`src/rtl/bypass_pkg.sv`:
```
// Shared constants, tag type and helpers for the decode-stage register file and bypass network.
package bypass_pkg;

    function automatic int unsigned calc_aw(input int unsigned nregs);
        return (nregs > 1) ? $clog2(nregs) : 1;
    endfunction

    localparam int unsigned DEF_NREGS   = 32;
    localparam int unsigned TAG_VLD_BIT = calc_aw(DEF_NREGS);

    typedef logic [TAG_VLD_BIT:0] tag_t;

    localparam tag_t TAG_NONE = '0;

endpackage

```
`src/rtl/bypass_mux.sv`:
```
// Per-read-port operand selector: in-flight results, then commit history, then array data.
module bypass_mux
    import bypass_pkg::*;
#(
    parameter int unsigned WIDTH    = 32,
    parameter int unsigned AW       = 5,
    parameter int unsigned NFWD     = 2,
    parameter int unsigned WB_DEPTH = 1
) (
    input  logic [AW:0]                 tag_i,
    input  logic [NFWD-1:0]             fwd_valid_i,
    input  logic [NFWD*(AW+1)-1:0]      fwd_tag_i,
    input  logic [NFWD*WIDTH-1:0]       fwd_res_i,
    input  logic [WB_DEPTH-1:0]         hist_vld_i,
    input  logic [WB_DEPTH*(AW+1)-1:0]  hist_tag_i,
    input  logic [WB_DEPTH*WIDTH-1:0]   hist_res_i,
    input  logic                        arr_vld_i,
    input  logic [WIDTH-1:0]            arr_data_i,
    output logic [WIDTH-1:0]            val_o
);

    localparam int unsigned TW = AW + 1;

    // Walk from lowest to highest priority so the last hit wins.
    always_comb begin
        val_o = '0;
        if (tag_i[AW]) begin
            if (arr_vld_i) begin
                val_o = arr_data_i;
            end
            for (int h = int'(WB_DEPTH) - 1; h >= 0; h--) begin
                if (hist_vld_i[h] && (hist_tag_i[h*TW +: TW] == tag_i)) begin
                    val_o = hist_res_i[h*WIDTH +: WIDTH];
                end
            end
            for (int f = int'(NFWD) - 1; f >= 0; f--) begin
                if (fwd_valid_i[f] && (fwd_tag_i[f*TW +: TW] == tag_i)) begin
                    val_o = fwd_res_i[f*WIDTH +: WIDTH];
                end
            end
        end
    end

endmodule

```
`src/rtl/bypass_regfile.sv`:
```
// Decode-stage register file with replicated read arrays, commit history, bypass selection,
// load-use hazard detection and performance counters.
module bypass_regfile
    import bypass_pkg::*;
#(
    parameter int unsigned WIDTH    = 32,
    parameter int unsigned NREGS    = 32,
    parameter int unsigned NREAD    = 2,
    parameter int unsigned NFWD     = 2,
    parameter int unsigned WB_DEPTH = 1,
    localparam int unsigned AW      = calc_aw(NREGS),
    localparam int unsigned TW      = AW + 1
) (
    input  logic                     clk_i,
    input  logic                     rst_i,
    input  logic                     rd_en_i,
    input  logic [NREAD*TW-1:0]      rd_tag_i,
    input  logic [NREAD-1:0]         rd_haz_en_i,
    output logic [NREAD*TW-1:0]      rd_tag_q_o,
    output logic [NREAD*WIDTH-1:0]   rd_val_o,
    input  logic [NFWD-1:0]          fwd_valid_i,
    input  logic [NFWD*TW-1:0]       fwd_tag_i,
    input  logic [NFWD*WIDTH-1:0]    fwd_res_i,
    input  logic                     ld_pending_i,
    input  logic [AW:0]              ld_tag_i,
    output logic                     hazard_o,
    output logic [31:0]              perf_hazard_cycles_o,
    output logic [47:0]              perf_commits_o
);

    localparam int unsigned CP = NFWD - 1;

    logic                         commit;
    logic [AW-1:0]                wr_addr;
    logic [WIDTH-1:0]             wr_data;

    logic [NREAD*TW-1:0]          rd_tag_q;
    logic [NREAD-1:0]             rvld_q;
    logic [NREGS-1:0]             vld_q;
    logic [WB_DEPTH-1:0]          hist_vld_q, hist_vld_d;
    logic [WB_DEPTH*TW-1:0]       hist_tag_q, hist_tag_d;
    logic [WB_DEPTH*WIDTH-1:0]    hist_res_q, hist_res_d;
    logic                         hazard_q, hazard_d;
    logic [31:0]                  hcnt_q, hcnt_d;
    logic [47:0]                  ccnt_q, ccnt_d;

    assign commit  = fwd_valid_i[CP] && fwd_tag_i[CP*TW + AW];
    assign wr_addr = fwd_tag_i[CP*TW +: AW];
    assign wr_data = fwd_res_i[CP*WIDTH +: WIDTH];

    always_comb begin
        hist_vld_d = hist_vld_q;
        hist_tag_d = hist_tag_q;
        hist_res_d = hist_res_q;
        if (commit) begin
            for (int h = int'(WB_DEPTH) - 1; h > 0; h--) begin
                hist_vld_d[h]              = hist_vld_q[h-1];
                hist_tag_d[h*TW +: TW]     = hist_tag_q[(h-1)*TW +: TW];
                hist_res_d[h*WIDTH +: WIDTH] = hist_res_q[(h-1)*WIDTH +: WIDTH];
            end
            hist_vld_d[0]          = 1'b1;
            hist_tag_d[0 +: TW]    = fwd_tag_i[CP*TW +: TW];
            hist_res_d[0 +: WIDTH] = wr_data;
        end
    end

    always_comb begin
        hazard_d = 1'b0;
        for (int p = 0; p < int'(NREAD); p++) begin
            if (rd_haz_en_i[p] && rd_tag_i[p*TW + AW] && (rd_tag_i[p*TW +: TW] == ld_tag_i)) begin
                hazard_d = 1'b1;
            end
        end
        hazard_d = hazard_d && rd_en_i && ld_pending_i;
        hcnt_d   = hcnt_q + {31'd0, hazard_d};
        ccnt_d   = ccnt_q + {47'd0, fwd_valid_i[CP]};
    end

    always_ff @(posedge clk_i or posedge rst_i) begin
        if (rst_i) begin
            rd_tag_q   <= '0;
            rvld_q     <= '0;
            vld_q      <= '0;
            hist_vld_q <= '0;
            hist_tag_q <= '0;
            hist_res_q <= '0;
            hazard_q   <= 1'b0;
            hcnt_q     <= '0;
            ccnt_q     <= '0;
        end else begin
            if (rd_en_i) begin
                rd_tag_q <= rd_tag_i;
                // Validity sampled with the array read so a held operand stays coherent.
                for (int p = 0; p < int'(NREAD); p++) begin
                    rvld_q[p] <= vld_q[rd_tag_i[p*TW +: AW]];
                end
            end
            if (commit) begin
                vld_q[wr_addr] <= 1'b1;
            end
            hist_vld_q <= hist_vld_d;
            hist_tag_q <= hist_tag_d;
            hist_res_q <= hist_res_d;
            hazard_q   <= hazard_d;
            hcnt_q     <= hcnt_d;
            ccnt_q     <= ccnt_d;
        end
    end

    for (genvar p = 0; p < int'(NREAD); p++) begin : g_port
        logic [WIDTH-1:0] mem_q [NREGS];
        logic [WIDTH-1:0] rdata_q;
        logic [AW-1:0]    raddr;

        assign raddr = rd_tag_i[p*TW +: AW];

        always_ff @(posedge clk_i) begin
            if (commit) begin
                mem_q[wr_addr] <= wr_data;
            end
            if (rd_en_i) begin
                rdata_q <= mem_q[raddr];
            end
        end

        bypass_mux #(
            .WIDTH    (WIDTH),
            .AW       (AW),
            .NFWD     (NFWD),
            .WB_DEPTH (WB_DEPTH)
        ) u_mux (
            .tag_i       (rd_tag_q[p*TW +: TW]),
            .fwd_valid_i (fwd_valid_i),
            .fwd_tag_i   (fwd_tag_i),
            .fwd_res_i   (fwd_res_i),
            .hist_vld_i  (hist_vld_q),
            .hist_tag_i  (hist_tag_q),
            .hist_res_i  (hist_res_q),
            .arr_vld_i   (rvld_q[p]),
            .arr_data_i  (rdata_q),
            .val_o       (rd_val_o[p*WIDTH +: WIDTH])
        );
    end

    assign rd_tag_q_o           = rd_tag_q;
    assign hazard_o             = hazard_q;
    assign perf_hazard_cycles_o = hcnt_q;
    assign perf_commits_o       = ccnt_q;

endmodule
```
`config.mk`:
```
export PLATFORM = sky130hd
export DESIGN_NAME = bypass_regfile
export DESIGN_NICKNAME = d
export VERILOG_FILES = /design/src/rtl/bypass_pkg.sv /design/src/rtl/bypass_mux.sv /design/src/rtl/bypass_regfile.sv
export SDC_FILE = /design/constraint.sdc
export NUM_CORES = 2
export LEC_CHECK = 0
export BUFFER_PORTS_ARGS = -buffer_cell sky130_fd_sc_hd__buf_2
export CAP_MARGIN = 25
export CORE_MARGIN = 3
export CORE_UTILIZATION = 60
export CTS_CLUSTER_SIZE = 20
export DETAILED_ROUTE_END_ITERATION = 7
export PLACE_DENSITY = 0.75
export SKIP_CTS_REPAIR_TIMING = 1
export SLEW_MARGIN = 20
export SYNTH_ARGS = -nofsm -noshare
export SYNTH_HDL_FRONTEND = slang
export SYNTH_SLANG_ARGS = --single-unit
export TNS_END_PERCENT = 30
```
`constraint.sdc`:
```
create_clock -name clk_i -period 6.4 [get_ports clk_i]
set_input_delay 1.28 -clock clk_i [delete_from_list [all_inputs] [get_ports clk_i]]
set_output_delay 1.28 -clock clk_i [all_outputs]
set_load 0.01 [all_outputs]
```
# After elaboration in Yosys (flattened, before gate mapping)

Memory sizes are Yosys's and may differ from the RTL's. A register that Yosys moved wholly into a read port is not among the register bits.
Cells that the tools add are included.
Widths: inputs -> output; s select.

Flip-flop bits (word level): 166
RAM bits: 2048
Word-level logic and storage cells: 60
Memories kept: 2

Memory list:

| memory          | depth | width | read ports | clocked after Yosys merged registers in | wr ports | RTL line              | RTL |
|---|---|---|---|---|---|---|---|
| g_port[0].mem_q | 32    | 32    | 1          | 1                                       | 1        | bypass_regfile.sv:111 | `logic [WIDTH-1:0] mem_q [NREGS];` |
| g_port[1].mem_q | 32    | 32    | 1          | 1                                       | 1        | bypass_regfile.sv:111 |  |

$add $sub $neg: 2
$lt $le $gt $ge: 4
Equal/unequal tests: 8
Muxes and demuxes: 20
Bitwise logic cells: 1
Reduce and logical (&&, ||, !) cells: 14

Operators by type and width:

| cell               | count |
|---|---|
| $mux 32            | 10 |
| $add 48x1->48      | 1 |
| $eq 6x6->1         | 8 |
| $add 32x1->32      | 1 |
| $or 32x32->32      | 1 |
| $lt 5x6->1 const B | 3 |
| $logic_and 1x1->1  | 14 |
| $bmux 1 s5         | 2 |
| $mux 1             | 7 |
| $demux 1 s5        | 1 |
| $ge 5x1->1 const B | 1 |

# Longest topological paths before layout

Word-level depth: 7
Depth in mapped cells: 14
Gate-level depth less buffers: 11

# By module

Synthesis repeated with hierarchy kept, for this count alone.

Cells, all modules: 2982
Area, all modules: 58811.4 µm²

By module, submodules not included:

| module         | times used | cells an instance | area each (µm²) | sequential area each (µm²) |
|---|---|---|---|---|
| bypass_regfile | 1          | 2560              | 55938.6         | 36825.3 |
| bypass_mux     | 2          | 211               | 1436.4          | 0.0 |

# Worst setup path after synthesis

Ideal clock, no wire load.

Path type: input to output
Start: input fwd_tag_i[7]
End: output rd_val_o[34]
Data arrival time: 2.891 ns
Data required time: 5.120 ns
Setup slack: 2.229 ns
Cell stages on the path: 7
Path buffers: 3
Cell sequence: clkbuf_1 -> xor2_1 -> or4_1 -> clkbuf_1 -> buf_1 -> o21ba_2 -> a22o_1

Word-level cells in the longest chain between the ends: 5

Ends and longest elaborated chain:

| element               | RTL line             | RTL |
|---|---|---|
| start: declaration    | bypass_regfile.sv:22 | `input logic [NFWD*TW-1:0] fwd_tag_i,` |
| $eq 6x6->1            | bypass_mux.sv:37     | `if (fwd_valid_i[f] && (fwd_tag_i[f*TW +: TW] == tag_i)) begin` |
| $logic_and 1x1->1     | bypass_mux.sv:37     |  |
| $mux 32 (2 in series) | bypass_mux.sv:37     |  |
| $mux 32               | bypass_mux.sv:27     | `if (tag_i[AW]) begin` |
| end: declaration      | bypass_regfile.sv:20 | `output logic [NREAD*WIDTH-1:0] rd_val_o,` |

No other way between the ends.

# Final worst setup path

Start: register rd_tag_q[0] (netlist: rd_tag_q_o[0])
End: output rd_val_o[17]

Word-level cells in the longest chain between the ends: 6

Ends and longest elaborated chain:

| element                  | RTL line             | RTL |
|---|---|---|
| start: declaration       | bypass_regfile.sv:37 | `logic [NREAD*TW-1:0] rd_tag_q;` |
| start signal: assignment | bypass_regfile.sv:92 | `rd_tag_q <= rd_tag_i;` |
| $eq 6x6->1               | bypass_mux.sv:32     | `if (hist_vld_i[h] && (hist_tag_i[h*TW +: TW] == tag_i)) begin` |
| $logic_and 1x1->1        | bypass_mux.sv:32     |  |
| $mux 32                  | bypass_mux.sv:32     |  |
| $mux 32                  | bypass_mux.sv:37     |  |
| $mux 32 *                | bypass_mux.sv:37     |  |
| $mux 32 *                | bypass_mux.sv:27     |  |

Mark *: on every way between the ends. The rest lies on a longest branch, timed or not.

==> run metrics <==
# IOs=259; fin nets=3399; Worst Hold Launch=perf_hazard_cycles_o[31]; largest family of logic cells by synthesized area=multiplexers; syn_nets=3139; routability cong.=0.854; Worst-path clk slew=60 ps; R2R cell count=5; WL per Instance=36.7 µm; worst skew pair latency=750 ps; critical path required time=5120 ps; count leader, synth=edfxtp_1; Worst EP arrival=3990 ps; Unique masters post-synth=47; initial antenna violation count=14; root buffer cell=clkbuf_16; Chip Width=319 µm; Layout Cells excl Fill=4680; via count=34700; setup violators final=0; reg2reg start=perf_commits_o[4]; worst-case vdd ir drop=0.214 mV; final hold vios=0; first-pass GRT wire length=250000 µm; fin crit share=82.3%; outcome=finished clean; Synth Flop Type=edfxtp_1; clock sinks=1254; antenna-violating nets left=0; Syn Area/Cell=19.3 µm²; power per cell area=279 mW/mm²; f_max=190 MHz; Post-Syn Area=0.0586 mm²; crit end category=primary output; RSZ-0062 raised after global routing=false; Ys Warns=0; synth cell count leaders=edfxtp_1 (1088), mux4_2 (646), dfrtp_1 (166); Placement Rows=114; Async S/R FF share, synth=13.2%; DRC viols=0; crit path kind=flop to primary output; Crit Reg-Reg Endpoint=perf_commits_o[43]; height of the die=319 µm; DP Wirelength=99000 µm; drt pass-1 iters=6; CTS tree=built; grt total ovfl=0; Synth Area in Adders=0.0854%; share of post-route cells with drive strength above 1=41.6%; largest net degree at the start of global routing=152; Worst Max-Slew Pin Slew=1100 ps; Cells after Synth=3033; # placed instances=4432; drt via density=7.42; post-synthesis sequential area ratio=62.8%; Worst R2R Setup Slack=3880 ps; Initial DRC Count=5264; Fin Hold WS=474 ps; vias in the first global route=35400; final slew viol count=0; xor/xnor share of the synthesized area=1.79%; Simple-Gate Fraction of Synth Area=3.26%; Relative slew margins=26.8%; Post-synth EDFFs=1088; global-route usage over all layers=34.5%; fill cell count=6064; Synth top area share=55.7%; die area=0.102 mm²; CP startpoint kind=flop; Synth Area in Compound Gates=2.88%; Hold Crit Depth=1; crit path time final=5270 ps; Seq cells post-synth=1254; worst-path fanout max=33; Port Buffers=258; drt total wl=172000 µm; multiplexer share of the synthesized area=27.3%; Starting Density=60.5%; Leak=22.2 nW; Area growth, synth to finish=12.6%; Worst Hold Class=flop to flop; worst hold endpoint=perf_hazard_cycles_o[31]; total CTS buffers=133; CTS H-tree lvls=4; ranking of synthesized cells by area=edfxtp_1 (56%), mux4_2 (25%), dfrtp_1 (7.1%), mux2_2 (2.2%), xnor2_1 (1.1%); Setup TNS Final=0 ps; Max Buffers Root-to-Sink=3; cell area after layout=0.0660 mm²; Max-Cap Viols=0; Clock Skews=25.2 ps; post-placement cell area=0.0618 mm²; core area=0.0969 mm²; Synth area leader=edfxtp_1
==> through the flow <==
stage / util (%) / setup WS, ps / power, mW
floorplan: - / 630 / 10.5
global placement: 63.6 / 1320 / 11.1
detailed placement: 63.8 / 1210 / 11.2
CTS: 68.1 / 1140 / 18.5
global route: 68.2 / 1010 / 18.9
finish: 68.2 / 1130 / 18.4
==> registers in the layout, indices dropped and copies added (netlist names) <==
register / count
g_port.mem_q: 1024
g_port.rdata_q: 64
perf_commits_o: 48
hist_res_q: 32
perf_hazard_cycles_o: 32
vld_q: 32
rd_tag_q_o: 12
hist_tag_q: 6
rvld_q: 2
hazard_o: 1
hist_vld_q: 1
==> where the power goes <==
part	total (mW)	leakage [nW]	switching (mW)	internal, mW
logic	1.79	8.17	0.980	0.808
clock network	7.37	2.04	3.14	4.22
registers	9.27	11.9	0.170	9.10
total	18.4	22.2	4.30	14.1
==> metal layers <==
| metal | global-route usage [%] | share of wire (%) | vias up |
|---|---|---|---|
| li1 | - | - | 13300 |
| met1 | 48.7 | 35 | 18200 |
| met2 | 52.8 | 47 | 2806 |
| met3 | 8.36 | 14 | 432 |
| met4 | 13.7 | 4.3 | 6 |
| met5 | 1.04 | 0.10 | - |
==> worst max path at each step <==
| stage | start | end | cells past startpoint |
|---|---|---|---|
| after floorplan | rst_i | hazard_o | 1 |
| after global placement | fwd_tag_i[4] | rd_val_o[63] | 8 |
| after detailed placement | fwd_tag_i[8] | rd_val_o[62] | 8 |
| after CTS | rd_tag_q_o[0] | rd_val_o[17] | 8 |
| after global routing | rd_tag_q_o[1] | rd_val_o[18] | 8 |
| final | rd_tag_q_o[0] | rd_val_o[17] | 8 |
==> cell families (layout without fill, tap and decap cells) <==
logic type / count (synthesis) / count (layout)
XOR/XNOR: 120 / 120
AND/OR/NAND/NOR: 390 / 390
other: 0 / 9
AO/OA/AOI/OAI: 242 / 242
multiplexers: 779 / 779
adder cells (fa/ha/maj): 4 / 4
flip-flops: 1254 / 1254
buffers and inverters: 244 / 606
==> final cells by class <==
class,count,area [µm²],share of cell area [%]
clock buffers,189,3800,5.75
flip-flops and latches,1254,36800,55.8
multi-input cells,1535,21000,31.8
well taps,1276,1600,2.42
inverters,11,46.3,0.0701
repair buffers,358,2390,3.62
clock inverters,48,352,0.532
diodes,9,22.5,0.0341
==> cells in the final DEF (no fill, tap or decap), drive strengths merged, types with 8 or more instances in the layout <==
| master | n |
|---|---|
| edfxtp | 1088 |
| mux4 | 646 |
| buf | 358 |
| clkbuf | 189 |
| dfrtp | 166 |
| nand2 | 137 |
| mux2 | 112 |
| xnor2 | 76 |
| o21ai | 68 |
| nand3 | 66 |
| nor2 | 52 |
| xor2 | 44 |
| a211oi | 37 |
| clkinv | 37 |
| o211ai | 34 |
| a22o | 33 |
| a21oi | 33 |
| or2 | 32 |
| o21ba | 32 |
| nand4 | 23 |
| mux2i | 21 |
| nor3 | 20 |
| inv | 18 |
| and3 | 11 |
| diode | 9 |
| and4 | 9 |
| and2 | 8 |
==> worst max-delay path: stages (launching register included) <==
cell and delay, ps:
dfrtp_1 490, xor2_1 200, nor3_2 160, buf_4 560
and2_2 990, buf_4 320, a211oi_1 90, o21ai_0 210
buf_2 170
Power figures use the tool's default switching activity.
